[config.mk]
export PLATFORM = sky130hd
export DESIGN_NAME = combat_scheduler
export DESIGN_NICKNAME = d
export VERILOG_FILES = /design/src/rtl/combat_scheduler.sv
export SDC_FILE = /design/constraint.sdc
export NUM_CORES = 1
export LEC_CHECK = 0
export CORE_AREA = 2 2 103 105
export CTS_BUF_LIST = sky130_fd_sc_hd__clkbuf_16
export CTS_CLUSTER_SIZE = 16
export DETAILED_ROUTE_END_ITERATION = 6
export DIE_AREA = 0 0 105 107
export DONT_BUFFER_PORTS = 1
export PLACE_DENSITY = 0.4
export SLEW_MARGIN = 40
export SYNTH_ARGS = -nofsm -noshare
export SYNTH_HDL_FRONTEND = slang
export SYNTH_SLANG_ARGS = --single-unit
[constraint.sdc]
create_clock -name clk -period 6.7 [get_ports clk]
set_input_delay 0.67 -clock clk [delete_from_list [all_inputs] [get_ports clk]]
set_output_delay 0.67 -clock clk [all_outputs]
set_load 0.01 [all_outputs]
[src/rtl/combat_scheduler.sv]
// Two-side combat round scheduler: frame timebase, start/countdown/play/hit-stop/result
// sequencing, and per-side HP and post-hit invulnerability tracking.

module combat_side #(
    parameter int INVULN_FR = 60,
    parameter int HP_INIT   = 3
) (
    input  logic       clk,
    input  logic       rst_n,
    input  logic       load,
    input  logic       play,
    input  logic       tick,
    input  logic       hit,
    input  logic       shield,
    output logic       accept,
    output logic [1:0] hp,
    output logic       invuln
);
    localparam int IW = (INVULN_FR > 0) ? $clog2(INVULN_FR + 1) : 1;

    logic [IW-1:0] inv_cnt;

    // A hit only lands on an unshielded, non-invulnerable side during live play.
    assign accept = play && hit && !shield && (inv_cnt == '0);
    assign invuln = (inv_cnt != '0);

    always_ff @(posedge clk or negedge rst_n) begin
        if (!rst_n) begin
            hp      <= 2'(HP_INIT);
            inv_cnt <= '0;
        end else if (load) begin
            hp      <= 2'(HP_INIT);
            inv_cnt <= '0;
        end else if (accept) begin
            hp      <= (hp == 2'd0) ? 2'd0 : hp - 2'd1;
            inv_cnt <= IW'(INVULN_FR);
        end else if (play && tick && (inv_cnt != '0)) begin
            inv_cnt <= inv_cnt - IW'(1);
        end
    end
endmodule

module combat_scheduler #(
    parameter int FRAME_CYC  = 833333,
    parameter int SEC_FR     = 60,
    parameter int INVULN_FR  = 60,
    parameter int HITSTOP_FR = 8,
    parameter int HP_INIT    = 3
) (
    input  logic       clk,
    input  logic       rst_n,
    input  logic       i_select,
    input  logic       i_player_hit,
    input  logic       i_enemy_hit,
    input  logic       i_player_shield,
    input  logic       i_enemy_shield,
    output logic [2:0] o_state,
    output logic       o_frame_tick,
    output logic       o_update_en,
    output logic [1:0] o_player_hp,
    output logic [1:0] o_enemy_hp,
    output logic       o_player_invuln,
    output logic       o_enemy_invuln,
    output logic [1:0] o_countdown
);
    localparam int FW = (FRAME_CYC > 1) ? $clog2(FRAME_CYC) : 1;
    localparam int SW = (SEC_FR > 1) ? $clog2(SEC_FR) : 1;
    localparam int HW = (HITSTOP_FR > 0) ? $clog2(HITSTOP_FR + 1) : 1;

    typedef enum logic [2:0] {
        S_START     = 3'd0,
        S_COUNTDOWN = 3'd1,
        S_PLAY      = 3'd2,
        S_HITSTOP   = 3'd3,
        S_WIN       = 3'd4,
        S_LOSE      = 3'd5,
        S_DRAW      = 3'd6
    } state_t;

    state_t        state, state_d;
    logic [FW-1:0] frame_cnt;
    logic [SW-1:0] step, step_d;
    logic [HW-1:0] hs_cnt, hs_d;
    logic [1:0]    cd, cd_d;
    logic          tick, load, play;

    // Index 0 is the player, index 1 the enemy.
    logic [1:0]      hit_v, shield_v, accept_v, invuln_v;
    logic [1:0][1:0] hp_v;

    assign tick = (frame_cnt == FW'(FRAME_CYC - 1));
    assign play = (state == S_PLAY);

    always_ff @(posedge clk or negedge rst_n) begin
        if (!rst_n)    frame_cnt <= '0;
        else if (tick) frame_cnt <= '0;
        else           frame_cnt <= frame_cnt + FW'(1);
    end

    assign hit_v    = {i_enemy_hit, i_player_hit};
    assign shield_v = {i_enemy_shield, i_player_shield};

    for (genvar g = 0; g < 2; g++) begin : g_side
        combat_side #(
            .INVULN_FR (INVULN_FR),
            .HP_INIT   (HP_INIT)
        ) u_side (
            .clk    (clk),
            .rst_n  (rst_n),
            .load   (load),
            .play   (play),
            .tick   (tick),
            .hit    (hit_v[g]),
            .shield (shield_v[g]),
            .accept (accept_v[g]),
            .hp     (hp_v[g]),
            .invuln (invuln_v[g])
        );
    end

    always_ff @(posedge clk or negedge rst_n) begin
        if (!rst_n) begin
            state  <= S_START;
            step   <= '0;
            hs_cnt <= '0;
            cd     <= 2'd0;
        end else begin
            state  <= state_d;
            step   <= step_d;
            hs_cnt <= hs_d;
            cd     <= cd_d;
        end
    end

    always_comb begin
        state_d = state;
        step_d  = step;
        hs_d    = hs_cnt;
        cd_d    = cd;
        load    = 1'b0;
        case (state)
            S_START: begin
                if (i_select) begin
                    state_d = S_COUNTDOWN;
                    cd_d    = 2'd3;
                    step_d  = '0;
                    load    = 1'b1;
                end
            end
            S_COUNTDOWN: begin
                if (tick) begin
                    if (step == SW'(SEC_FR - 1)) begin
                        step_d = '0;
                        if (cd == 2'd1) begin
                            state_d = S_PLAY;
                            cd_d    = 2'd0;
                        end else begin
                            cd_d = cd - 2'd1;
                        end
                    end else begin
                        step_d = step + SW'(1);
                    end
                end
            end
            S_PLAY: begin
                if (|accept_v) begin
                    state_d = S_HITSTOP;
                    hs_d    = HW'(HITSTOP_FR);
                end
            end
            S_HITSTOP: begin
                if (tick) begin
                    if (hs_cnt != '0) hs_d = hs_cnt - HW'(1);
                    // HP was already decremented on entry, so the outcome reads the live values.
                    if (hs_cnt == HW'(1)) begin
                        if (hp_v[0] == 2'd0 && hp_v[1] == 2'd0) state_d = S_DRAW;
                        else if (hp_v[0] == 2'd0)               state_d = S_LOSE;
                        else if (hp_v[1] == 2'd0)               state_d = S_WIN;
                        else                                     state_d = S_PLAY;
                    end
                end
            end
            S_WIN, S_LOSE, S_DRAW: begin
                if (i_select) state_d = S_START;
            end
            default: state_d = S_START;
        endcase
    end

    assign o_state         = state;
    assign o_frame_tick    = tick;
    assign o_update_en     = tick && play;
    assign o_player_hp     = hp_v[0];
    assign o_enemy_hp      = hp_v[1];
    assign o_player_invuln = invuln_v[0];
    assign o_enemy_invuln  = invuln_v[1];
    assign o_countdown     = cd;
endmodule

==> results by group <==
Critical path
  – Buf/Inv on CP: 2
  – Setup Crit Path Kind: reg2out
  – Crit Path Max Fanout: 17
  – CP Cell Sequence: inv_1 -> ha_1 -> or4bb_2 -> nor4_4 -> nand2_2 -> clkinv_1
  – Critical Path Slowest Stage Cell: or4bb_2
  – Crit. End Element: output pin
  – CP top delay family: simple AND/OR/NAND/NOR gates
  – Required @ worst endpoint: 6030 ps
  – Critical path depth: 6
  – CP arrival: 2660 ps
  – Startpoint types: flop
  – R2R cell count: 8
  – Max incr delay on CP: 660 ps

Synthesis
  – Post-Syn Area: between 2000 and 3000 sq um
  – Seq/Total Area, Yosys: 0.4337
  – EDFF count, synth: 0
  – Post-synthesis async set-or-reset flop share: 1.000
  – Area leader, netlist: dfrtp_1
  – Simple-gate share of the synthesized area: 0.2673
  – Syn nets: between 300 and 400
  – Yosys warns: 0
  – Most frequently used flop master after synthesis: dfrtp_1
  – Synth area leaders: dfrtp_1 40%, ha_1 4.7%, nor2_1 4.4%
  – Multiplexer share of the synthesized area: 0.007624
  – Adder-Cell Fraction of Synth Area: 0.04659
  – Synth top area share: 0.3981
  – Flops & latches, synth: 51
  – Post-Synth XOR/XNOR Area: 0.05633
  – Compound-Gate Fraction of Synth Area: 0.1491
  – Largest family of logic cells by synthesized area: simple AND/OR/NAND/NOR gates
  – Syn_area_per_cell: ~9.4 sq um
  – Yosys cell types: 60
  – Synthesized instance count: between 300 and 400

CTS
  – CTS sink cnt: 51
  – Clock tree buffer depth: 2
  – Worst-Skew Late Latency: ~290 ps
  – Cts repair resizes: 0
  – Clock-pin slew on the worst setup and hold paths: roughly 70 ps
  – CTS H-Tree Depth: 2
  – Setup bufs post-CTS: 0
  – CTS Hold Buffers Added: 0
  – Cts bufs inserted: 5
  – CTS tree: yes
  – CTS root buf: clkbuf_16

STA
  – Final min period: between 3000 and 4000 ps
  – Final Cycle Share: 0.4976
  – RSZ-0062 raised after global routing: no
  – Pins Over Slew Limit: 0
  – Final hold violation count: 0
  – TNS Setup: 0 ps
  – PnR worst setup slack: around 3400 ps
  – Layout Skew: between 9 and 10 ps
  – Maximum clock rate: 300.0 MHz
  – Worst Tran Pin Value: between 800 and 900 ps
  – Final setup viols: 0
  – Slew HR: 0.4571

Cells and area
  – Layout cells sized above 1: 0.08682
  – Commonest non-fill, non-tap cells in the layout: 47 x dfrtp_1, 35 x nor2_1, 18 x nand2_1
  – Area grow syn2layout: 8.471%
  – Nets@finish: approximately 330
  – Commonest non-fill, non-tap cell in the layout: dfrtp_1
  – Design area: 3204 sq um
  – Antenna diode count: 0

Global route
  – All-layer global routing usage: 0.1312
  – Largest net degree at the start of global routing: 52
  – GR Util met2: 0.2268
  – Top Usage Layer GRT: met2
  – Grt met3 use: 0.02249
  – Met1 GRT Util: 0.1690
  – First-pass GRT wire length: approximately 12,000 um
  – Vias in the first global route: roughly 2,300
  – Remaining Overflow, GRT: 0
  – Initial antenna violation count: 0

Outcome
  – Status: finished, final reports clean

Place
  – DP Area: around 3100 sq um
  – Pre-CTS WS: about 3600 ps
  – Port Buffer Count: 0
  – GPL Wtd Cong: 0.7169
  – Dpl hpwl: about 4900 um

Pwr
  – Int Power: between 400 and 500 uW
  – Clk pwr share: 0.385
  – Leak: 1.304 nW
  – Flop pwr share: 0.505
  – Power per cell area: roughly 200 nW/um^2
  – Net Sw Frac: 0.2775
  – Logic pwr share: 0.111
  – Psw: around 180 uW
  – Max VDD drop: 0.07773 mV

Run
  – Max cap viols: 0

Drt
  – First drt pass iteration count: 4
  – DR iter-0 viols: 83
  – Mean routed wirelength per cell: 15.62 um
  – Via count: 2,276
  – Antenna-violating nets left: 0
  – # DRC: 0
  – DR vias/cell: between 5 and 6
  – WL final: between 6000 and 7000 um

Die
  – Core ar.: 10,090 sq um
  – Initial Util: 0.2927
  – Die Span X: ~110 um
  – Ports: 20
  – Die area: around 11,000 sq um
  – Die Y-Extent: 107 um
  – Rows: 37

Worst hold path
  – Type of the most critical hold path: in2async
## flip-flops by register name, summed over array words and instances (netlist names)
name	flops
o_state	3
g_side.u_side.inv_cnt	12
hs_cnt	4
o_countdown	2
step	6
frame_cnt	20
g_side.u_side.hp	4
## synthesized netlist by cell type (6+ instances only)
library cell and count:
nand2_1 18, inv_1 15, ha_1 11, xnor2_1 8
a21oi_1 15, nand2b_1 7, dfrtp_1 47, nand4_1 7
nor3_1 8, o31ai_1 7, nand3_1 16, nor2_1 35
clkbuf_1 6, nor4_1 6, o21ai_0 17, xor2_1 11
## worst register-to-register path, stage by stage (launching register included)
cell and delay, ps:
dfrtp_1 420, inv_1 70, ha_1 130, or4bb_2 660, nor4_4 450, nand2_2 260
clkinv_1 390, nand2_1 230, o31a_1 320
## per-stage QoR
step | cells | power (mW) | hold slack, ps | utilization
floorplan | 314 | 0.3931 | 374.4 | -
global placement | 439 | 0.4086 | 375.6 | 0.3040
detailed placement | 439 | 0.4079 | 376.0 | 0.3040
CTS | 447 | 0.6629 | 56.90 | 0.3175
global route | 447 | 0.6859 | 48.65 | 0.3175
finish | 447 | 0.6502 | 65.28 | 0.3175
## routing by layer
| layer | share of wire | up-vias |
|---|---|---|
| met5 | 0 | - |
| met2 | 0.49 | 24 |
| met1 | 0.48 | 1125 |
| met3 | 0.026 | 6 |
| li1 | - | 1121 |
| met4 | 0.010 | 0 |
## layout make-up
class | instances | area (sq um)
Multi-Input combinational cell | 236 | 1556
Inverter | 16 | 60.06
Sequential cell | 51 | 1281
Tap cell | 136 | 170.2
Fill cell | 1084 | 6888
Clock inverter | 3 | 11.26
Clock buffer | 5 | 125.1
## power by group through the flow
stage | registers (mW) | clock network, mW | logic [mW]
global route | 0.330 | 0.273 | 0.0826
CTS | 0.328 | 0.261 | 0.0735
global placement | 0.335 | 0 | 0.0739
detailed placement | 0.335 | 0 | 0.0734
floorplan | 0.321 | 0 | 0.0723
finish | 0.328 | 0.250 | 0.0720
## worst paths after layout
path                                    start                           to  slack (ps)
worst min register to register  frame_cnt[14]                frame_cnt[14]         490
worst min-delay path                    rst_n  g_side[1].u_side.inv_cnt[0]          70
worst max register to register   frame_cnt[0]               o_countdown[1]        3670
worst max-delay path             frame_cnt[0]                 o_frame_tick        3370
max in group asynchronous               rst_n       g_side[0].u_side.hp[1]        6440
min in group clk                frame_cnt[14]                frame_cnt[14]         490
## cells by family (layout without fill, tap and decap cells)
kind of cell | after synthesis | in the layout
AOI/OAI and AO/OA | 64 | 64
xor gates and xnor gates | 19 | 19
adders and majority gates | 11 | 11
buffers and inverters | 27 | 24
DFF | 51 | 51
muxes | 2 | 2
and+or+nand+nor | 140 | 140
Power figures use the tool's default switching activity.
